--- config.mk ---
export PLATFORM = sky130hd
export DESIGN_NAME = mips_trace_monitor
export DESIGN_NICKNAME = d
export VERILOG_FILES = /design/src/rtl/mips_trace_monitor.sv
export SDC_FILE = /design/constraint.sdc
export NUM_CORES = 2
export LEC_CHECK = 0
export CAP_MARGIN = 40
export CORE_UTILIZATION = 42
export CTS_BUF_LIST = sky130_fd_sc_hd__clkbuf_8
export CTS_CLUSTER_DIAMETER = 30
export CTS_CLUSTER_SIZE = 28
export DETAILED_ROUTE_END_ITERATION = 6
export HOLD_SLACK_MARGIN = 0.12
export PLACE_DENSITY = 0.64
export SETUP_SLACK_MARGIN = 0.15
export SLEW_MARGIN = 25
export SYNTH_ARGS = -nofsm -noshare
export SYNTH_HDL_FRONTEND = slang
export SYNTH_SLANG_ARGS = --single-unit
export TNS_END_PERCENT = 10
--- constraint.sdc ---
create_clock -name clock -period 13.55 [get_ports clock]
set_clock_uncertainty 0.15 [all_clocks]
set_input_delay 2.71 -clock clock [delete_from_list [all_inputs] [get_ports clock]]
set_output_delay 2.71 -clock clock [all_outputs]
set_load 0.05 [all_outputs]
--- src/rtl/mips_trace_monitor.sv ---
// mips_trace_monitor
//
// Watches the commit stream of a small MIPS-like core between a start pulse
// and the first commit at or beyond an end-of-program PC. Every recorded
// commit is pushed into a first-word-fall-through trace FIFO and counted in
// a per-opcode histogram plus a total. Counters saturate instead of wrapping.
//
// Ports:
//   clock          single clock, rising-edge
//   reset_n        asynchronous active-low reset
//   start          arm / re-arm (accepted only in IDLE or DONE)
//   pc_limit       end-of-program PC, latched on an accepted start
//   commit_valid   one instruction retires this cycle
//   commit_pc      PC of the retiring instruction
//   commit_instr   retiring instruction (opcode in the top 4 bits)
//   commit_result  result of the retiring instruction
//   rd_en          pop the FIFO head
//   rd_valid       FIFO not empty
//   rd_data        FIFO head as {pc, instr, result}
//   cnt_sel        opcode whose retire count is shown on cnt_value
//   cnt_value      retire count for cnt_sel
//   total_count    total recorded commits
//   overflow       sticky: a trace entry was dropped because the FIFO was full
//   busy           controller in RUN or DRAIN
//   done           controller in DONE
//
// Read handshake: rd_data is meaningful whenever rd_valid is 1; an entry is
// consumed on a rising edge where rd_valid and rd_en are both 1. rd_en while
// rd_valid is 0 has no effect. There is no back-pressure on the commit side:
// a commit that cannot be stored is dropped and flagged through overflow.

module mips_trace_monitor #(
    parameter int PC_W    = 32,
    parameter int INSTR_W = 16,
    parameter int DATA_W  = 32,
    parameter int DEPTH   = 16,
    parameter int CNT_W   = 16
) (
    input  logic                        clock,
    input  logic                        reset_n,
    input  logic                        start,
    input  logic [PC_W-1:0]             pc_limit,
    input  logic                        commit_valid,
    input  logic [PC_W-1:0]             commit_pc,
    input  logic [INSTR_W-1:0]          commit_instr,
    input  logic [DATA_W-1:0]           commit_result,
    input  logic                        rd_en,
    output logic                        rd_valid,
    output logic [PC_W+INSTR_W+DATA_W-1:0] rd_data,
    input  logic [3:0]                  cnt_sel,
    output logic [CNT_W-1:0]            cnt_value,
    output logic [CNT_W-1:0]            total_count,
    output logic                        overflow,
    output logic                        busy,
    output logic                        done
);

    localparam int ENTRY_W = PC_W + INSTR_W + DATA_W;
    localparam int AW      = $clog2(DEPTH);

    typedef enum logic [1:0] {
        S_IDLE  = 2'd0,
        S_RUN   = 2'd1,
        S_DRAIN = 2'd2,
        S_DONE  = 2'd3
    } state_t;

    state_t state;
    state_t state_next;

    logic [PC_W-1:0]    limit_q;

    logic [ENTRY_W-1:0] mem [DEPTH];
    logic [AW:0]        wr_ptr;
    logic [AW:0]        rd_ptr;
    logic [AW:0]        wr_next;
    logic [AW:0]        rd_next;
    logic [ENTRY_W-1:0] head_q;
    logic [ENTRY_W-1:0] head_next;
    logic               valid_q;
    logic               valid_next;

    logic [CNT_W-1:0]   op_cnt [16];
    logic [CNT_W-1:0]   total_q;
    logic               overflow_q;

    logic               arm;
    logic               in_run;
    logic               commit_end;
    logic               record;
    logic               fifo_empty;
    logic               fifo_full;
    logic               pop;
    logic               push;
    logic               drop;
    logic [3:0]         opcode;
    logic [ENTRY_W-1:0] entry_in;

    // ------------------------------------------------------------------
    // Commit classification
    // ------------------------------------------------------------------
    assign arm        = start && (state == S_IDLE || state == S_DONE);
    assign in_run     = (state == S_RUN);
    assign commit_end = in_run && commit_valid && (commit_pc >= limit_q);
    assign record     = in_run && commit_valid && (commit_pc <  limit_q);
    assign opcode     = commit_instr[INSTR_W-1 -: 4];
    assign entry_in   = {commit_pc, commit_instr, commit_result};

    // ------------------------------------------------------------------
    // FIFO status; the extra pointer bit separates full from empty
    // ------------------------------------------------------------------
    assign fifo_empty = (wr_ptr == rd_ptr);
    assign fifo_full  = (wr_ptr[AW] != rd_ptr[AW]) &&
                        (wr_ptr[AW-1:0] == rd_ptr[AW-1:0]);

    assign pop  = rd_en && !fifo_empty;
    // A pop in the same cycle frees the slot, so a full FIFO still accepts.
    assign push = record && (!fifo_full || pop);
    assign drop = record && fifo_full && !pop;

    // Next head is computed ahead of the edge so rd_data/rd_valid can be
    // plain registers while keeping zero read latency after a push.
    always_comb begin
        wr_next    = wr_ptr + (AW+1)'(push);
        rd_next    = rd_ptr + (AW+1)'(pop);
        valid_next = (wr_next != rd_next);
        head_next  = '0;
        if (valid_next) begin
            // The new head is the slot being written this edge when the
            // FIFO was empty, or held one entry that is popped now.
            if (push && (rd_next == wr_ptr)) begin
                head_next = entry_in;
            end else begin
                head_next = mem[rd_next[AW-1:0]];
            end
        end
    end

    // Storage array carries no reset; only pointers define its contents.
    always_ff @(posedge clock) begin
        if (push && !arm) begin
            mem[wr_ptr[AW-1:0]] <= entry_in;
        end
    end

    always_ff @(posedge clock or negedge reset_n) begin
        if (!reset_n) begin
            wr_ptr  <= '0;
            rd_ptr  <= '0;
            head_q  <= '0;
            valid_q <= 1'b0;
        end else if (arm) begin
            wr_ptr  <= '0;
            rd_ptr  <= '0;
            head_q  <= '0;
            valid_q <= 1'b0;
        end else begin
            wr_ptr  <= wr_next;
            rd_ptr  <= rd_next;
            head_q  <= head_next;
            valid_q <= valid_next;
        end
    end

    assign rd_valid = valid_q;
    assign rd_data  = head_q;

    // ------------------------------------------------------------------
    // Counters, end-of-program limit and sticky overflow
    // ------------------------------------------------------------------
    always_ff @(posedge clock or negedge reset_n) begin
        if (!reset_n) begin
            for (int i = 0; i < 16; i++) begin
                op_cnt[i] <= '0;
            end
            total_q    <= '0;
            overflow_q <= 1'b0;
            limit_q    <= '0;
        end else if (arm) begin
            for (int i = 0; i < 16; i++) begin
                op_cnt[i] <= '0;
            end
            total_q    <= '0;
            overflow_q <= 1'b0;
            limit_q    <= pc_limit;
        end else begin
            // Counts are kept even when the trace entry itself is dropped.
            if (record) begin
                if (op_cnt[opcode] != {CNT_W{1'b1}}) begin
                    op_cnt[opcode] <= op_cnt[opcode] + CNT_W'(1);
                end
                if (total_q != {CNT_W{1'b1}}) begin
                    total_q <= total_q + CNT_W'(1);
                end
            end
            if (drop) begin
                overflow_q <= 1'b1;
            end
        end
    end

    assign cnt_value   = op_cnt[cnt_sel];
    assign total_count = total_q;
    assign overflow    = overflow_q;

    // ------------------------------------------------------------------
    // Controller
    // ------------------------------------------------------------------
    always_ff @(posedge clock or negedge reset_n) begin
        if (!reset_n) begin
            state <= S_IDLE;
        end else begin
            state <= state_next;
        end
    end

    always_comb begin
        state_next = state;
        case (state)
            S_IDLE:  if (start)      state_next = S_RUN;
            S_RUN:   if (commit_end) state_next = S_DRAIN;
            S_DRAIN: if (fifo_empty) state_next = S_DONE;
            S_DONE:  if (start)      state_next = S_RUN;
            default:                 state_next = S_IDLE;
        endcase
    end

    assign busy = (state == S_RUN) || (state == S_DRAIN);
    assign done = (state == S_DONE);

endmodule

### Word-level counts from Yosys, hierarchy flattened

Memories as Yosys holds them, arrays and structs flattened.
Cells that the tools add are included.
W data, S select, Z words.

* flip-flop bits (word level): 398
* bits in latches: 0
* memory bits (writable): 1280
* bits in read-only memories: 0
* output and inout port bits: 116
* word-level logic and storage cells: 106
* memories: 1

Memory list
* mem: depth 16, bits a word 80, rd ports 1, clocked after memory_dff 0, wr ports 1, RTL line 73 `logic [ENTRY_W-1:0] mem [DEPTH];`

* add/subtract/negate cells: 4
* $mul: 0
* divide/modulo/power cells: 0
* $lt $le $gt $ge: 5
* eq/ne operators: 13
* shift-type cells: 0
* multiplexer cells: 29
* bitwise gates (word level): 2
* reduce and logical (&&, ||, !) cells: 28

Operators by type and width (count)
* $mux W256: 3
* $bwmux W256: 1
* $mux W80: 3
* $bmux W16 S4: 2
* $mux W16: 8
* $demux W16 S4: 1
* $add A16 B1 Y16 const B: 2
* $ge A32 B32 Y1: 1
* $lt A32 B32 Y1: 1
* $ne A16 B16 Y1 const B: 2
* $logic_and A1 B1 Y1: 12
* $add A5 B1 Y5: 2
* $eq A5 B5 Y1: 2
* $ge A5 B5 Y1 const B: 2
* $mux W5: 2
* $not A4 Y5: 2
* $reduce_bool A2 Y1: 4
* $mux W2: 3
* $pmux W2 S3: 1
* $lt A5 B1 Y1 const B: 1
* $mux W1: 5
* $ne A5 B5 Y1: 1
* $eq A2 B2 Y1 const B: 2
* $eq A4 B4 Y1: 1
* 10 further kinds: 17

### Depth between registers and ports, before layout

* depth in word-level cells: 9
* mapped depth: 17

### Worst setup path before layout

No wires, ideal clock.

* kind: input-to-reg
* start: in commit_pc[17]
* end: mem mem[12][0] (netlist bit) (enable)
* setup time: 0.519 ns
* data arrival time: 8.174 ns
* required time: 12.881 ns
* path slack: 4.707 ns
* stages: 10
* buffers on the path: 1
* path through: ha_1 a21oi_1 o21ai_0 a2111oi_0 o21ai_1 nor3_1 and2_1 clkbuf_1 or3b_2 nor2_1

* longest elaborated chain between the ends: 6

RTL lines
* from (decl): RTL line 44 `input logic [PC_W-1:0] commit_pc,`
* $lt A32 B32 Y1: RTL line 105 `assign record = in_run && commit_valid && (commit_pc < limit_q);`
* $logic_and A1 B1 Y1: RTL line 105
* $logic_and A1 B1 Y1: RTL line 118 `assign push = record && (!fifo_full || pop);`
* $logic_and A1 B1 Y1: RTL line 141 `if (push && !arm) begin`
* $mux W1: RTL line 141
* $mux W1 (implied by the code): RTL line 142 `mem[wr_ptr[AW-1:0]] <= entry_in;`
* to (decl): RTL line 73

Every way passes these cells.

### Worst setup path in the final report

* start: in cnt_sel[0]
* end: out cnt_value[14]

* longest elaborated chain between the ends: 4

RTL lines
* from (decl): RTL line 50 `input logic [3:0] cnt_sel,`
* $not A4 Y5 (implied by the code): RTL line 202 `assign cnt_value = op_cnt[cnt_sel];`
* $bmux W16 S4: RTL line 202
* $mux W16 (implied by the code) (2 in a row): RTL line 202
* to (decl): RTL line 51 `output logic [CNT_W-1:0] cnt_value,`

Every way passes these cells. The select of a mux whose other input is x is not followed.

==> flow_metrics.py <==
metrics = {
    "floorplan": {
        "fp.dieW_um": 405.2,
        "top_level_ports": 237,
        "die_h_um": 405.2,
        "core_um2": 160900,
        "initial_utilization": 0.4244,
        "num_rows": 147,
        "die_area_um2": 164200,
    },
    "pwr": {
        "powerDensity_nw_per_um2": 208.1,
        "peakVddDrop_uv": 305.6,
        "leakage_nw": 29.24,
    },
    "sta": {
        "hold_viol": 0,
        "fin_crit_sh": 0.6294,
        "fmax_mhz": 117.3,
        "drv_slew": 0,
        "finalSetupViolations": 0,
        "finalCriticalPeriod_ps": 8528,
        "timing.setup.tns_ps": 0,
        "relSlewSlack": 0.07636,
        "rsz0062_at_grt": "no",
        "worst_pin_slew_ps": 1385,
    },
    "cts": {
        "path_clk_slew_ps": 60,
        "cts.sinks": 1678,
        "cts_setup_buffers": 0,
        "clockRootBuffer": "clkbuf_8",
        "cts_hold_buf": 0,
        "clock_latency_ps": 1030,
        "cts.repair.resized": 0,
        "ctsHtreeMaxLevel": 5,
        "numCtsBuffers": 351,
        "cts_tree": "built",
        "clockBufferDepth": 4,
    },
    "synthesis": {
        "async_flop_share": 0.2372,
        "synthMostInstantiatedCell": "edfxtp_1",
        "synth_nets": 3513,
        "synth_edf_count": 1280,
        "synthTopCellsByCount": "edfxtp_1 (1280), mux4_2 (546), dfrtp_1 (398)",
        "syn_avg_cell_area_um2": 20.38,
        "synth_area_leader_cell": "edfxtp_1",
        "synth_area_um2": 68300,
        "ys_seq_area_frac": 0.7086,
        "synth_top_area_share": 0.5628,
        "synth.distinct_cells": 64,
        "yosys_most_used_dff": "edfxtp_1",
        "yosysWarningCount": 0,
        "yosys_register_bits": 1678,
        "synth_area_leaders": "edfxtp_1 (56%), mux4_2 (18%), dfrtp_1 (15%)",
        "synth_cells": 3351,
    },
    "flow_run": {
        "maxCapViolCount": 0,
    },
    "critical_path": {
        "crit_arrival_ps": 5670,
        "r2r_setup_slack_ps": 7920,
        "crit_required_ps": 10690,
        "cpMaxStageDelayCell": "clkdlybuf4s50_1",
        "crit_family": "buffers and inverters",
        "worst-setup-path-type": "input pin to primary output",
        "path_cells": "buf_4, buf_4, buf_16, mux4_2, mux4_2, clkdlybuf4s50_1",
        "cp-start-kind": "input pin",
        "r2r_start": "limit_q[19]",
        "cp-end-kind": "primary output",
        "slowest_delay_ps": 770,
        "path_buf_inv": 4,
        "ff2ff_path_depth": 13,
        "r2r_end": "mem[11][2]",
        "crit_fanout": 34,
    },
    "place": {
        "portBuffers": 236,
        "dp.final_hpwl_um": 100000,
        "place_congestion": 0.7845,
    },
    "routing": {
        "first_iter_violations": 3463,
        "vias": 36449,
        "drtAntennaViolNets": 0,
        "drc": 0,
        "wl_per_cell_um": 28.22,
        "vias_per_cell": 5.798,
        "first_pass_iters": 5,
        "finalWirelength_um": 177400,
    },
    "worst_hold_path": {
        "worstHoldEndpoint": "limit_q[0]",
        "hp-start": "limit_q[0]",
        "min_path_type": "flip-flop to flip-flop",
        "hold_depth": 2,
    },
    "layout": {
        "nets": 4011,
        "final_util": 0.5120,
        "area_growth_pct": 20.65,
        "drive_above_1_share": 0.3214,
    },
    "global_routing": {
        "grt_pass1_wl_um": 261500,
        "grt_max_degree": 153,
        "antenna_found_initial": 19,
        "grt-ovfl-total": 0,
        "grt_pass1_vias": 38483,
        "grt_usage": 0.2186,
    },
    "run_status": {
        "status": "finished, final reports clean",
    },
}
## how the worst max path moves through the flow
stage | from | endpoint | slack, ps | cells past startpoint
after floorplan | commit_pc[17] | mem[12][0] | 4710 | 10
after global routing | cnt_sel[0] | cnt_value[14] | 4880 | 6
after detailed placement | commit_pc[17] | mem[7][18] | 4540 | 13
after CTS | cnt_sel[0] | cnt_value[14] | 4740 | 5
after global placement | commit_pc[17] | mem[6][18] | 4400 | 12
final | cnt_sel[0] | cnt_value[14] | 5020 | 6
## report_power, final
| group | internal (mW) | switching, mW |
|---|---|---|
| clock network | 3.75 | 2.36 |
| registers | 5.77 | 0.0913 |
| logic | 2.35 | 2.82 |
## through the flow
step	worst slack, ps	total power, mW	std cells	hold WS, ps	instance area, um2
global placement	4405	11.08	5611	330.0	73270
detailed placement	4544	11.21	5651	337.9	74140
global route	4882	17.85	6285	369.8	82390
finish	5022	17.14	6287	345.1	82400
floorplan	4707	9.552	3351	299.7	68300
CTS	4741	17.35	6277	353.1	82270
## layout make-up
type	count	area, um2
antenna	5	12.51
clock buffer	383	5271
clock inverter	243	2858
fill	12726	78540
inverter	41	153.9
multi-input combinational	1403	18950
sequential	1678	48400
tap	2160	2703
timing repair buffer	374	4048
## flip-flops by register name (all words and copies together), names as in the netlist
signal       flops
limit_q         32
mem           1280
op_cnt         256
overflow         1
rd_data         80
rd_ptr           5
rd_valid         1
state            2
total_count     16
wr_ptr           5
## worst min-delay path, stage by stage, from the launching register on
cell,delay [ps]
dfrtp_1,350
nand2_1,50
nand2_1,60
## cell families after synthesis
logic type      Yosys count  synth area share
mux                     628            0.1921
fa+ha+maj                41          0.007511
simple gates            308           0.02103
compound gates          383           0.04716
flops                  1678            0.7086
buf+inv                 270           0.01808
xor+xnor                 43          0.005514
## per-layer routing
metal	track usage	up-vias	part of all wire
li1	-	15035	-
met1	0.3007	19456	0.41
met2	0.3423	1588	0.48
met3	0.05518	350	0.081
met4	0.06991	20	0.026
met5	0	-	0.00069
## cells in the final DEF, fill, tap and decap left out, drive strengths merged, types with 69 or more instances in the layout
master / n
inv: 98
a22o: 208
mux2i: 82
nand2: 69
clkdlybuf4s50: 231
mux4: 546
dfrtp: 398
buf: 143
clkinv: 94
clkbuf: 383
nor2: 140
edfxtp: 1280
No activity file was read; power rests on OpenSTA's default activity.
